**config.mk**
```make
export PLATFORM = sky130hd
export DESIGN_NAME = pipe_ctrl
export DESIGN_NICKNAME = d
export VERILOG_FILES = /design/src/rtl/pipe_ctrl.sv
export SDC_FILE = /design/constraint.sdc
export NUM_CORES = 1
export LEC_CHECK = 0
export CAP_MARGIN = 0
export CORE_MARGIN = 10
export CORE_UTILIZATION = 30
export DETAILED_ROUTE_END_ITERATION = 16
export PLACE_DENSITY = 0.65
export SKIP_CTS_REPAIR_TIMING = 1
export SYNTH_ARGS = -nofsm -noshare
export SYNTH_HDL_FRONTEND = slang
export SYNTH_SLANG_ARGS = --single-unit
```
**constraint.sdc**
```tcl
create_clock -name Clk -period 2 [get_ports Clk]
set_clock_uncertainty 0.2 [all_clocks]
set_input_delay 0.3 -clock Clk [delete_from_list [all_inputs] [get_ports Clk]]
set_output_delay 0.3 -clock Clk [all_outputs]
set_load 0.1 [all_outputs]
```
**src/rtl/pipe_ctrl.sv**
```systemverilog
// pipe_ctrl: run/launch/drain sequencer and load-use/branch/jump hazard control for a 5-stage pipeline.
// Optional macro PIPE_PERF_CNT_EN adds saturating stall and flush event counters.
`default_nettype none

module pipe_ctrl #(
    parameter int PC_W         = 8,
    parameter int REG_W        = 5,
    parameter int CNT_W        = 16,
    parameter int DRAIN_CYCLES = 4
) (
    input  logic             Clk,
    input  logic             Clr,
    input  logic             start,
    input  logic [PC_W-1:0]  halt_addr,
    input  logic [PC_W-1:0]  pc,
    input  logic [REG_W-1:0] id_rs,
    input  logic [REG_W-1:0] id_rt,
    input  logic             id_uses_rt,
    input  logic             ex_memread,
    input  logic [REG_W-1:0] ex_rt,
    input  logic             id_jump,
    input  logic             ex_branch_taken,
    output logic             run,
    output logic             pc_clr,
    output logic             stall,
    output logic             flush_ifid,
    output logic             flush_idex,
    output logic             done,
    output logic [CNT_W-1:0] cycle_cnt,
    output logic [CNT_W-1:0] stall_cnt,
    output logic [CNT_W-1:0] flush_cnt
);

    localparam int D_W = (DRAIN_CYCLES > 1) ? $clog2(DRAIN_CYCLES) : 1;

    typedef enum logic [2:0] {
        S_IDLE   = 3'd0,
        S_LAUNCH = 3'd1,
        S_RUN    = 3'd2,
        S_DRAIN  = 3'd3,
        S_DONE   = 3'd4
    } state_t;

    state_t         state;
    logic [D_W-1:0] drain_cnt;
    logic           load_use;
    logic           halt_hit;
    logic           launch_req;

    // Register 0 is hardwired, so a load targeting it never creates a dependency.
    assign load_use   = ex_memread && (ex_rt != '0) &&
                        ((ex_rt == id_rs) || (id_uses_rt && (ex_rt == id_rt)));
    assign halt_hit   = (pc == halt_addr) && !ex_branch_taken && !load_use;
    assign launch_req = start && ((state == S_IDLE) || (state == S_DONE));

    always_comb begin
        stall      = 1'b0;
        flush_ifid = 1'b0;
        flush_idex = 1'b0;
        case (state)
            S_LAUNCH: begin
                flush_ifid = 1'b1;
                flush_idex = 1'b1;
            end
            S_RUN: begin
                if (ex_branch_taken) begin
                    flush_ifid = 1'b1;
                    flush_idex = 1'b1;
                end else if (load_use) begin
                    stall      = 1'b1;
                    flush_idex = 1'b1;
                end else if (id_jump) begin
                    flush_ifid = 1'b1;
                end
            end
            S_DRAIN: flush_ifid = 1'b1;
            default: ;
        endcase
    end

    always_ff @(posedge Clk or posedge Clr) begin
        if (Clr) begin
            state     <= S_IDLE;
            run       <= 1'b0;
            pc_clr    <= 1'b0;
            done      <= 1'b0;
            cycle_cnt <= '0;
            drain_cnt <= '0;
        end else begin
            case (state)
                S_IDLE, S_DONE: begin
                    if (start) begin
                        state     <= S_LAUNCH;
                        pc_clr    <= 1'b1;
                        done      <= 1'b0;
                        cycle_cnt <= '0;
                    end
                end
                S_LAUNCH: begin
                    state  <= S_RUN;
                    pc_clr <= 1'b0;
                    run    <= 1'b1;
                end
                S_RUN: begin
                    if (cycle_cnt != '1)
                        cycle_cnt <= cycle_cnt + CNT_W'(1);
                    if (halt_hit) begin
                        state     <= S_DRAIN;
                        run       <= 1'b0;
                        drain_cnt <= D_W'(DRAIN_CYCLES - 1);
                    end
                end
                S_DRAIN: begin
                    if (cycle_cnt != '1)
                        cycle_cnt <= cycle_cnt + CNT_W'(1);
                    if (drain_cnt == '0) begin
                        state <= S_DONE;
                        done  <= 1'b1;
                    end else begin
                        drain_cnt <= drain_cnt - D_W'(1);
                    end
                end
                default: begin
                    state  <= S_IDLE;
                    run    <= 1'b0;
                    pc_clr <= 1'b0;
                end
            endcase
        end
    end

`ifdef PIPE_PERF_CNT_EN
    logic [CNT_W-1:0] stall_q;
    logic [CNT_W-1:0] flush_q;

    // In RUN, flush_ifid is high exactly for a branch or an unblocked jump.
    always_ff @(posedge Clk or posedge Clr) begin
        if (Clr) begin
            stall_q <= '0;
            flush_q <= '0;
        end else if (launch_req) begin
            stall_q <= '0;
            flush_q <= '0;
        end else if (state == S_RUN) begin
            if (stall && (stall_q != '1))
                stall_q <= stall_q + CNT_W'(1);
            if (flush_ifid && (flush_q != '1))
                flush_q <= flush_q + CNT_W'(1);
        end
    end

    assign stall_cnt = stall_q;
    assign flush_cnt = flush_q;
`else
    assign stall_cnt = '0;
    assign flush_cnt = '0;
`endif

endmodule

`default_nettype wire

```
# Word level (Yosys, flattened, before mapping)
# Index checks and enable logic that the tools add are counted.
[word_totals]
register_bits = 24
input_bits = 38
out_inout_bits = 54
[classes]
addsub = 2
n_eq_ne = 13
n_mux = 26
bitwise_logic = 2
reduce_logical = 24
[op_table]
columns = ["operator", "count"]
rows = [
  ["16-bit 2-to-1 mux", 2],
  ["16-bit case mux with 2 select lines", 1],
  ["16-bit by 1-bit adder with 16-bit output, second input constant", 1],
  ["16-bit inequality test, second input constant", 1],
  ["3-bit case mux with 4 select lines", 1],
  ["3-bit AND reduction", 4],
  ["1-bit 2-to-1 mux", 11],
  ["5-bit == test", 2],
  ["3-bit 2-to-1 mux", 3],
  ["8-bit == test", 1],
  ["2-bit inequality test, second input constant", 4],
  ["1-bit case mux with 2 select lines", 4],
  ["3-bit by 2-bit == test with 1-bit output, second input constant", 2],
  ["2-bit nonzero test", 3],
  ["2-bit OR reduction", 3],
  ["1-bit logical AND", 5],
  ["5-bit nonzero test", 1],
  ["2-bit 2-to-1 mux", 2],
  ["2-bit case mux with 2 select lines", 1],
  ["2-bit AND reduction", 2],
  ["3-bit by 1-bit == test with 1-bit output, second input constant", 1],
  ["3-bit == test, second input constant", 1],
  ["3-bit zero test", 1],
  ["1-bit case mux with 3 select lines", 1],
  ["other kinds (7)", 9],
]

# Logic depth before layout (Yosys ltp)
# Gate-level depths: netlist of run 1.
[depth]
ltp_word = 8
depth_mapped = 7
mapped_depth_nobuf = 6

# Worst setup path after synthesis of run 1
# OpenSTA, ideal clock, no wires.
[synth_timing]
path_type = "register to output"
startpoint = "register state[0]"
endpoint = "output flush_idex"
t_arrival_ps = 4045
required_ps = 1500
setup_slack_ps = -2545
path_stages_with_launch = 3
n_path_buf = 0
cell_sequence = "dfrtp_1 -> inv_1 -> o311ai_0"
[synth_between]
elab_chain_cells = 2
word_cells_on_any_way = 3
cone_classes = "eq/ne (2); mux (1)"
[synth_lines]
columns = ["item", "line", "rtl"]
rows = [
  ["from (decl)", "44", "state_t state;"],
  ["from (signal assigned)", "83", "state <= S_IDLE;"],
  ["from (signal assigned)", "93", "state <= S_LAUNCH;"],
  ["from (signal assigned)", "100", "state <= S_RUN;"],
  ["3-bit by 2-bit == test with 1-bit output or 3-bit by 1-bit == test with 1-bit output (tied branches)", "60", "case (state)"],
  ["1-bit case mux with 2 select lines (*)", "60", ""],
  ["to (decl)", "27", "output logic flush_idex,"],
]
# Mark *: on every way between the ends. The rest lies on a longest branch, timed or not.

# Worst setup path after layout of run 1
[layout_timing]
startpoint = "input ex_rt[3]"
endpoint = "output stall"
[layout_between]
elab_chain_cells = 7
word_cells_on_any_way = 10
cone_classes = "eq/ne (2); mux (3); reduce/logical (5)"
[layout_lines]
columns = ["item", "line", "rtl"]
rows = [
  ["from (decl)", "20", "input logic [REG_W-1:0] ex_rt,"],
  ["5-bit == test", "52", "((ex_rt == id_rs) || (id_uses_rt && (ex_rt == id_rt)));"],
  ["1-bit logical AND", "52", ""],
  ["1-bit logical OR", "52", ""],
  ["1-bit logical AND (*)", "51", "assign load_use = ex_memread && (ex_rt != '0) &&"],
  ["1-bit 2-to-1 mux (*)", "69", "end else if (load_use) begin"],
  ["1-bit 2-to-1 mux (*)", "66", "if (ex_branch_taken) begin"],
  ["1-bit 2-to-1 mux (*)", "60", ""],
  ["to (decl)", "25", "output logic stall,"],
]
# Marks and branches as above.

==> reports/qor_table.md, run 1 <==
| Step | Parameter | Reported |
| --- | --- | --- |
| run status | Result of the run | finished with violations |
| run status | Violated checks | setup timing |
| grt | GR Util met2 | 17.15% |
| finish | Area growth syn-to-layout | 68.09% |
| worst setup path | Number of buffers and inverters on the critical path | 3 |
| logic synthesis | Dominant cells by area after synthesis | sky130_fd_sc_hd__dfrtp_1 33%, sky130_fd_sc_hd__buf_4 13%, sky130_fd_sc_hd__xnor2_1 7.6%, sky130_fd_sc_hd__xor2_1 3.8%, sky130_fd_sc_hd__nand2_1 3.7% |
| place | Post-detailed-placement half-perimeter wirelength | 4.352 mm |
| floorplanning | Initial standard-cell utilization of the core | 31.01% |
| power and ir drop | Internal power contribution | 1.641 mW |
| worst setup path | Endpoint class of the critical path | primary output |
| worst setup path | Startpoint of the worst setup timing path | ex_rt[3] |
| cts | Maximum number of buffers from clock root to sink | 2 |
| logic synthesis | Post-synth top area cell | sky130_fd_sc_hd__dfrtp_1 |
| worst setup path | Reg-to-reg endpoint | cycle_cnt[2] |
| place | Area after DPL | 2949 sq um |
| worst setup path | Flop-to-flop setup slack | 90 ps |
| floorplanning | Full die area | 9694 sq um |
| logic synthesis | Area fraction of the dominant cell type after synthesis | 32.52% |
| logic synthesis | Post-synthesis async set-or-reset flop share | 100.0% |
| grt | Wire length of the first global-routing pass | 8.355 mm |
| power and ir drop | Power share of the combinational group | 69.6% |
| power and ir drop | Leakage power | 1.369 nW |
| power and ir drop | Part of the power in the clock network | 8.3% |
| finish | Final nets | 338 |
| worst setup path | Cells along the critical path | buf_8, buf_6, xnor2_2, nand4_1, o22ai_2, nand2_2, nor4_4, buf_12 |
| worst setup path | Top fanout value on the critical path | 4 |
| grt | GRT met1 Usage | 11.12% |
| worst hold path | Kind of path behind the tightest hold check | input pin to asynchronous set/reset pin |
| detailed routing | Pre-antenna DRT Iters | 4 |
| power and ir drop | Switching power | 1.901 mW |
| logic synthesis | Syn Area/Cell | 8.752 sq um |
| sta | Final hold violations | 0 |
| place | Final weighted congestion of routability-driven global placement | 0.8545 |
| detailed routing | Wire length per cell | 14.35 um |
| detailed routing | Drt first-iter violations | 93 |
| finish | Share of cells above drive strength 1 | 39.06% |
| worst setup path | Largest delay share family, worst path | simple AND/OR/NAND/NOR gates |
| cts | Clock tree from TritonCTS | done |
| finish | Number of antenna diodes | 0 |
| job | Number of max-capacitance violations reported | 0 |
| power and ir drop | Final Power | 3.542 mW |
| worst setup path | Data required time at the worst endpoint | 1500 ps |
| worst setup path | Arrival time worst endpoint | 1640 ps |
| worst setup path | R2R depth | 6 |
| cts | CTS Buf Count | 3 |
| grt | Antenna violations before repair | 0 |
| sta | Final min period | 2141 ps |
| logic synthesis | Total standard cell area after synthesis | 1847 sq um |
| power and ir drop | Highest ir drop seen on vdd | 0.5233 mV |
| cts | Clock transition at the registers of the reported paths | 90 ps |
| logic synthesis | Primary FF master, synth | sky130_fd_sc_hd__dfrtp_1 |
| floorplanning | Count of standard-cell rows | 28 |
| cts | Clock tree root buffer cell | sky130_fd_sc_hd__clkbuf_8 |
| grt | Combined global-route utilization of all metal layers | 9.900% |
| grt | Routing usage on met3 | 4.260% |
| grt | GRT overflow | 0 |
| worst setup path | Depth of the critical timing path with buffers and inverters included | 8 |
| cts | H-tree depth | 1 |
| detailed routing | Total detailed-routing wirelength | 5.340 mm |
| sta | Setup repair after global routing missed its margin | true |
| logic synthesis | Number of distinct library cell variants in the gate-level netlist after synthesis | 46 |
| sta | Final worst setup slack | -141.0 ps |
| floorplanning | Core area | 5956 sq um |
| floorplanning | Die span in y | 98.46 um |
| detailed routing | Vias per inst | 4.696 |
| worst setup path | Type of origin of the critical path | input pin |
| sta | Post-route fraction of the period consumed by the critical path | 107.1% |
| detailed routing | Number of nets still failing antenna checks after routing | 0 |
| finish | Layout Cell Area excl Fill | 3104 sq um |
| worst setup path | Critical Setup Path Class | input pin to primary output |
| power and ir drop | Sequential share of power | 22.1% |
| grt | Vias in the first global route | 1796 |
| grt | Most heavily used metal layer in global routing | met2 |
| floorplanning | Chip Width | 98.46 um |
| logic synthesis | Register bit count reported by yosys | 24 |
| logic synthesis | Synthesized instance count | 211 |
| cts | Skew-Pair Late Insertion Delay | 260 ps |
| cts | Clock sink count | 24 |
| sta | Setup TNS | -328.8 ps |
| grt | Maximum number of pins on one net before global-route repair | 25 |
| worst setup path | Slowest library cell on the worst path | sky130_fd_sc_hd__nor4_4 |
| logic synthesis | Number of flops mapped to enable cells by yosys | 0 |
| sta | Final Max Slew Viols | 0 |
| floorplanning | I/O pin count | 92 |
| worst setup path | Critical path capture point | stall |
| sta | # setup viols final | 3 |
| place | Worst setup timing slack at the placement stage | -555.5 ps |
| detailed routing | Via count | 1747 |
| worst setup path | Largest stage delay on the critical path | 340 ps |
| detailed routing | DRC errors left | 0 |
| sta | Maximum achievable frequency | 467.1 MHz |
| power and ir drop | PD cells | 1141 nW/um^2 |
| worst setup path | Worst R2R Start | cycle_cnt[8] |
| place | I/O Buffers | 59 |
| logic synthesis | Yosys Warn Count | 0 |
| power and ir drop | Switching portion of total power | 53.68% |
| logic synthesis | Post-synthesis sequential area ratio | 32.52% |
power groups by stage:
stage	combinational, mW	clock [mW]	sequential, mW
after global placement	2.40	0	0.783
after detailed placement	2.41	0	0.787
after floorplan	1.18	0	1.20
final	2.46	0.295	0.783
after global routing	2.61	0.327	0.808
after CTS	2.42	0.302	0.779
layer usage:
metal  routed length (um)  share of wire [%]
met1                 2076                 39
met2                 2773                 52
met3                  480                9.0
met4                   10               0.19
met5                    0                  0
final cells by class:
type                            instances  area, sq um
Clock buffer                            4        45.04
Fill cell                             539         2851
Inverter                                7        26.28
Multi-Input combinational cell        175         1265
Sequential cell                        24        649.4
Tap cell                               75        93.84
Timing Repair Buffer                   87         1025
metrics by stage:
stage	util, %	instances	hold slack, ps
2_1_floorplan	-	242	114.5
3_3_place_gp	49.52	367	311.8
3_5_place_dp	49.52	367	322.9
4_1_cts	50.27	371	201.9
5_1_grt	52.12	372	238.2
6_report	52.12	372	190.5
cells in the mapped netlist (all sizes together), types with 3 or more instances:
cell	count
and2	3
and3	3
a21oi	9
nand4	6
clkbuf	3
buf	33
a31o	3
xnor2	16
dfrtp	24
inv	7
nand3	12
a211oi	6
nor4	4
xor2	8
nand2	18
nor2	15
o21ai	8
mux2i	3
worst register-to-register path, cell delays in order, from the launching register on:
cell and delay, ps:
sky130_fd_sc_hd__dfrtp_4 410, sky130_fd_sc_hd__nand4_1 190, sky130_fd_sc_hd__nor4b_4 420, sky130_fd_sc_hd__buf_4 220, sky130_fd_sc_hd__and2_4 190, sky130_fd_sc_hd__nor2_2 40
sky130_fd_sc_hd__a211oi_2 160
cell usage in the layout, fill, tap and decap left out, types with 6 or more instances in the layout:
master,count
sky130_fd_sc_hd__nor2_1,12
sky130_fd_sc_hd__xnor2_1,11
sky130_fd_sc_hd__nand3_1,8
sky130_fd_sc_hd__xor2_1,8
sky130_fd_sc_hd__nand4_1,6
sky130_fd_sc_hd__dfrtp_1,7
sky130_fd_sc_hd__clkdlybuf4s50_1,21
sky130_fd_sc_hd__dfrtp_2,6
sky130_fd_sc_hd__nand2_1,17
sky130_fd_sc_hd__dlymetal6s2s_1,8
sky130_fd_sc_hd__clkbuf_2,6
sky130_fd_sc_hd__buf_12,22
sky130_fd_sc_hd__buf_4,26
sky130_fd_sc_hd__conb_1,32
sky130_fd_sc_hd__a21oi_1,8
sky130_fd_sc_hd__dfrtp_4,11
how the worst min path moves through the flow:
stage / startpoint / end / slack, ps / cells past startpoint
finish: Clr / cycle_cnt[10] / 190 / 3
global route: Clr / cycle_cnt[8] / 240 / 3
CTS: Clr / cycle_cnt[10] / 200 / 3
detailed placement: drain_cnt[1] / drain_cnt[1] / 320 / 1
global placement: drain_cnt[1] / drain_cnt[1] / 310 / 1
floorplan: Clr / cycle_cnt[0] / 110 / 1
state kept, by name, summed over array words and instances, names as in the netlist:
register and flops:
run 1, done 1, state 3, cycle_cnt 16, drain_cnt 2, pc_clr 1
cells by family (layout without fill, tap and decap cells):
| group | Yosys count | in the layout | synth area share (%) |
|---|---|---|---|
| xor gates and xnor gates | 24 | 24 | 11.38 |
| muxes | 3 | 3 | 1.626 |
| other | 1 | 32 | 0.2031 |
| adders and majority gates | 2 | 2 | 1.355 |
| DFF | 24 | 24 | 32.52 |
| buffers and inverters | 43 | 98 | 15.31 |
| and+or+nand+nor | 74 | 74 | 22.43 |
| AOI/OAI and AO/OA | 40 | 40 | 15.18 |
(Power assumes the default switching activity.)
==> run 2: changes to the inputs <==
SETUP_SLACK_MARGIN = 0.05   (was default)
==> run 2 against run 1 <==
  * Final area rose by 1.6%
  * Critical path depth fell by 2
  * Largest cell class unchanged
  * Highest routed layer unchanged
  * Total power rose by 0.79%
  * Cell count rose by 0.81%
  * Largest power group unchanged
  * The run still ends with setup timing left
  * Critical endpoint is now flush_ifid
==> reports/qor_table.md, run 2 (synthesis gave the netlist of run 1 again) <==
| Step | Parameter | Reported | vs previous |
| --- | --- | --- | --- |
| sta | Setup TNS | -272.0 ps | was -328.8 ps |
| cts | CTS Buf Count | 3 | unchanged |
| detailed routing | Pre-antenna DRT Iters | 4 | unchanged |
| worst setup path | R2R depth | 6 | unchanged |
| finish | Top flop regs | cycle_cnt: 16 flops, state: 3 flops, drain_cnt: 2 flops | unchanged |
| grt | Wire length of the first global-routing pass | 8.631 mm | was 8.355 mm |
| finish | Final nets | 341 | was 338 |
| run status | Violated checks | setup timing | unchanged |
| detailed routing | Total detailed-routing wirelength | 5.281 mm | was 5.340 mm |
| cts | Skew-Pair Late Insertion Delay | 270 ps | was 260 ps |
| cts | Clock tree root buffer cell | sky130_fd_sc_hd__clkbuf_8 | unchanged |
| run status | Result of the run | finished with violations | unchanged |
| worst setup path | Worst R2R Start | cycle_cnt[10] | was cycle_cnt[8] |
| floorplanning | Full die area | 9694 sq um | unchanged |
| sta | Maximum achievable frequency | 475.3 MHz | was 467.1 MHz |
| finish | Share of cells above drive strength 1 | 40.13% | was 39.06% |
| place | Final weighted congestion of routability-driven global placement | 0.7903 | was 0.8545 |
| finish | Flip-flop count of the largest register, all copies and words added | 16 | unchanged |
| detailed routing | Drt first-iter violations | 72 | was 93 |
| sta | Final hold violations | 0 | unchanged |
| worst setup path | Type of origin of the critical path | input pin | unchanged |
| grt | Combined global-route utilization of all metal layers | 10.30% | was 9.900% |
| floorplanning | Core area | 5956 sq um | unchanged |
| grt | GRT overflow | 0 | unchanged |
| detailed routing | Vias per inst | 4.675 | was 4.696 |
| worst hold path | Kind of path behind the tightest hold check | input pin to asynchronous set/reset pin | unchanged |
| worst setup path | Critical path capture point | flush_ifid | was stall |
| finish | Post-layout utilization of the core | 52.94% | was 52.12% |
| cts | H-tree depth | 1 | unchanged |
| cts | Clock sink count | 24 | unchanged |
| worst setup path | Endpoint class of the critical path | primary output | unchanged |
| worst setup path | Critical Setup Path Class | input pin to primary output | unchanged |
| worst setup path | Flop-to-flop setup slack | 120 ps | was 90 ps |
| grt | Antenna violations before repair | 1 | was 0 |
| floorplanning | I/O pin count | 92 | unchanged |
| power and ir drop | PD cells | 1132 nW/um^2 | was 1141 nW/um^2 |
| sta | Final worst setup slack | -103.8 ps | was -141.0 ps |
| sta | # setup viols final | 3 | unchanged |
| power and ir drop | Final Power | 3.570 mW | was 3.542 mW |
| place | Post-detailed-placement half-perimeter wirelength | 4.365 mm | was 4.352 mm |
| worst setup path | Startpoint of the worst setup timing path | ex_rt[1] | was ex_rt[3] |
| worst setup path | Arrival time worst endpoint | 1600 ps | was 1640 ps |
| cts | Clock transition at the registers of the reported paths | 90 ps | about the same |
| worst setup path | Data required time at the worst endpoint | 1500 ps | about the same |
| worst setup path | Reg-to-reg endpoint | cycle_cnt[2] | unchanged |
| detailed routing | Via count | 1753 | was 1747 |
| floorplanning | Chip Width | 98.46 um | unchanged |
| detailed routing | DRC errors left | 0 | unchanged |
| floorplanning | Initial standard-cell utilization of the core | 31.01% | unchanged |
| floorplanning | Die span in y | 98.46 um | unchanged |
| worst setup path | Top fanout value on the critical path | 3 | was 4 |
| detailed routing | Number of nets still failing antenna checks after routing | 0 | unchanged |
| sta | Post-route fraction of the period consumed by the critical path | 105.2% | was 107.1% |
| power and ir drop | Leakage power | 1.382 nW | was 1.369 nW |
| cts | Clock tree from TritonCTS | done | unchanged |
| finish | Top library cells by usage in the layout, fill and taps aside | 32 x sky130_fd_sc_hd__conb_1, 29 x sky130_fd_sc_hd__buf_4, 22 x sky130_fd_sc_hd__buf_12 | was 32 x sky130_fd_sc_hd__conb_1, 26 x sky130_fd_sc_hd__buf_4, 22 x sky130_fd_sc_hd__buf_12 |
| sta | Final min period | 2104 ps | was 2141 ps |
| floorplanning | Count of standard-cell rows | 28 | unchanged |
| detailed routing | Wire length per cell | 14.08 um | was 14.35 um |
| grt | Maximum number of pins on one net before global-route repair | 25 | unchanged |
| power and ir drop | Highest ir drop seen on vdd | 1.016 mV | was 0.5233 mV |
| sta | Setup repair after global routing missed its margin | true | unchanged |
| job | Number of max-capacitance violations reported | 0 | unchanged |
| finish | Largest register by flop count | cycle_cnt | unchanged |
| sta | Final Max Slew Viols | 0 | unchanged |
| place | I/O Buffers | 59 | unchanged |
| finish | Most common library cell in the layout ignoring fill and taps | sky130_fd_sc_hd__conb_1 | unchanged |
| grt | Vias in the first global route | 1890 | was 1796 |
| finish | Area growth syn-to-layout | 70.73% | was 68.09% |
| cts | Maximum number of buffers from clock root to sink | 2 | unchanged |
## run 2: cell types whose count changed in the layout (fill, tap and decap cells not counted), sizes merged
cell / delta
buf: +6
clkbuf: -2
diode: +1
clkdlybuf4s50: -2
## run 2: power breakdown
| group | leakage, nW | internal [mW] | total [mW] | switching (mW) |
|---|---|---|---|---|
| logic | 1.07 | 0.907 | 2.50 | 1.60 |
| clock network | 0.0216 | 0.135 | 0.286 | 0.151 |
| registers | 0.286 | 0.620 | 0.781 | 0.161 |
## run 2: metal layers
metal | wire, um | vias up | GRT usage (%)
li1 | - | 867 | -
met1 | 2083 | 814 | 10.67
met2 | 2475 | 67 | 17.45
met3 | 666 | 5 | 6.006
met4 | 56 | 0 | 2.646
met5 | 0 | - | 0
## run 2: how the worst min path moves through the flow
stage	startpoint	to	slack (ps)	depth (start not counted)
after floorplan	Clr	cycle_cnt[0]	110	1
after global placement	drain_cnt[1]	drain_cnt[1]	320	1
after detailed placement	drain_cnt[1]	drain_cnt[1]	320	1
after CTS	Clr	cycle_cnt[13]	190	3
after global routing	Clr	pc_clr	210	3
final	Clr	state[2]	170	3
## run 2: critical path, stage by stage
cell and delay [ps]:
sky130_fd_sc_hd__clkbuf_2 120, sky130_fd_sc_hd__or4_1 510, sky130_fd_sc_hd__o21a_1 240, sky130_fd_sc_hd__nand2_2 100, sky130_fd_sc_hd__a31o_4 160, sky130_fd_sc_hd__buf_12 170
## run 2: metrics by stage
| step | instances | hold slack, ps | worst slack [ps] | area [sq um] |
|---|---|---|---|---|
| after floorplan | 242 | 114.7 | -323.3 | 2146 |
| after global placement | 363 | 315.3 | -478.9 | 2967 |
| after detailed placement | 363 | 320.9 | -496.3 | 2967 |
| after CTS | 366 | 186.2 | -501.6 | 3008 |
| after global routing | 375 | 211.4 | -204.1 | 3153 |
| final | 375 | 170.0 | -103.8 | 3153 |
## run 2: area by class of cell
type / instances / area (sq um)
Fill cell: 558 / 2803
Sequential cell: 24 / 655.6
Timing Repair Buffer: 90 / 1056
Multi-Input combinational cell: 175 / 1277
Clock buffer: 3 / 41.29
Inverter: 7 / 26.28
Tap cell: 75 / 93.84
Antenna cell: 1 / 2.502
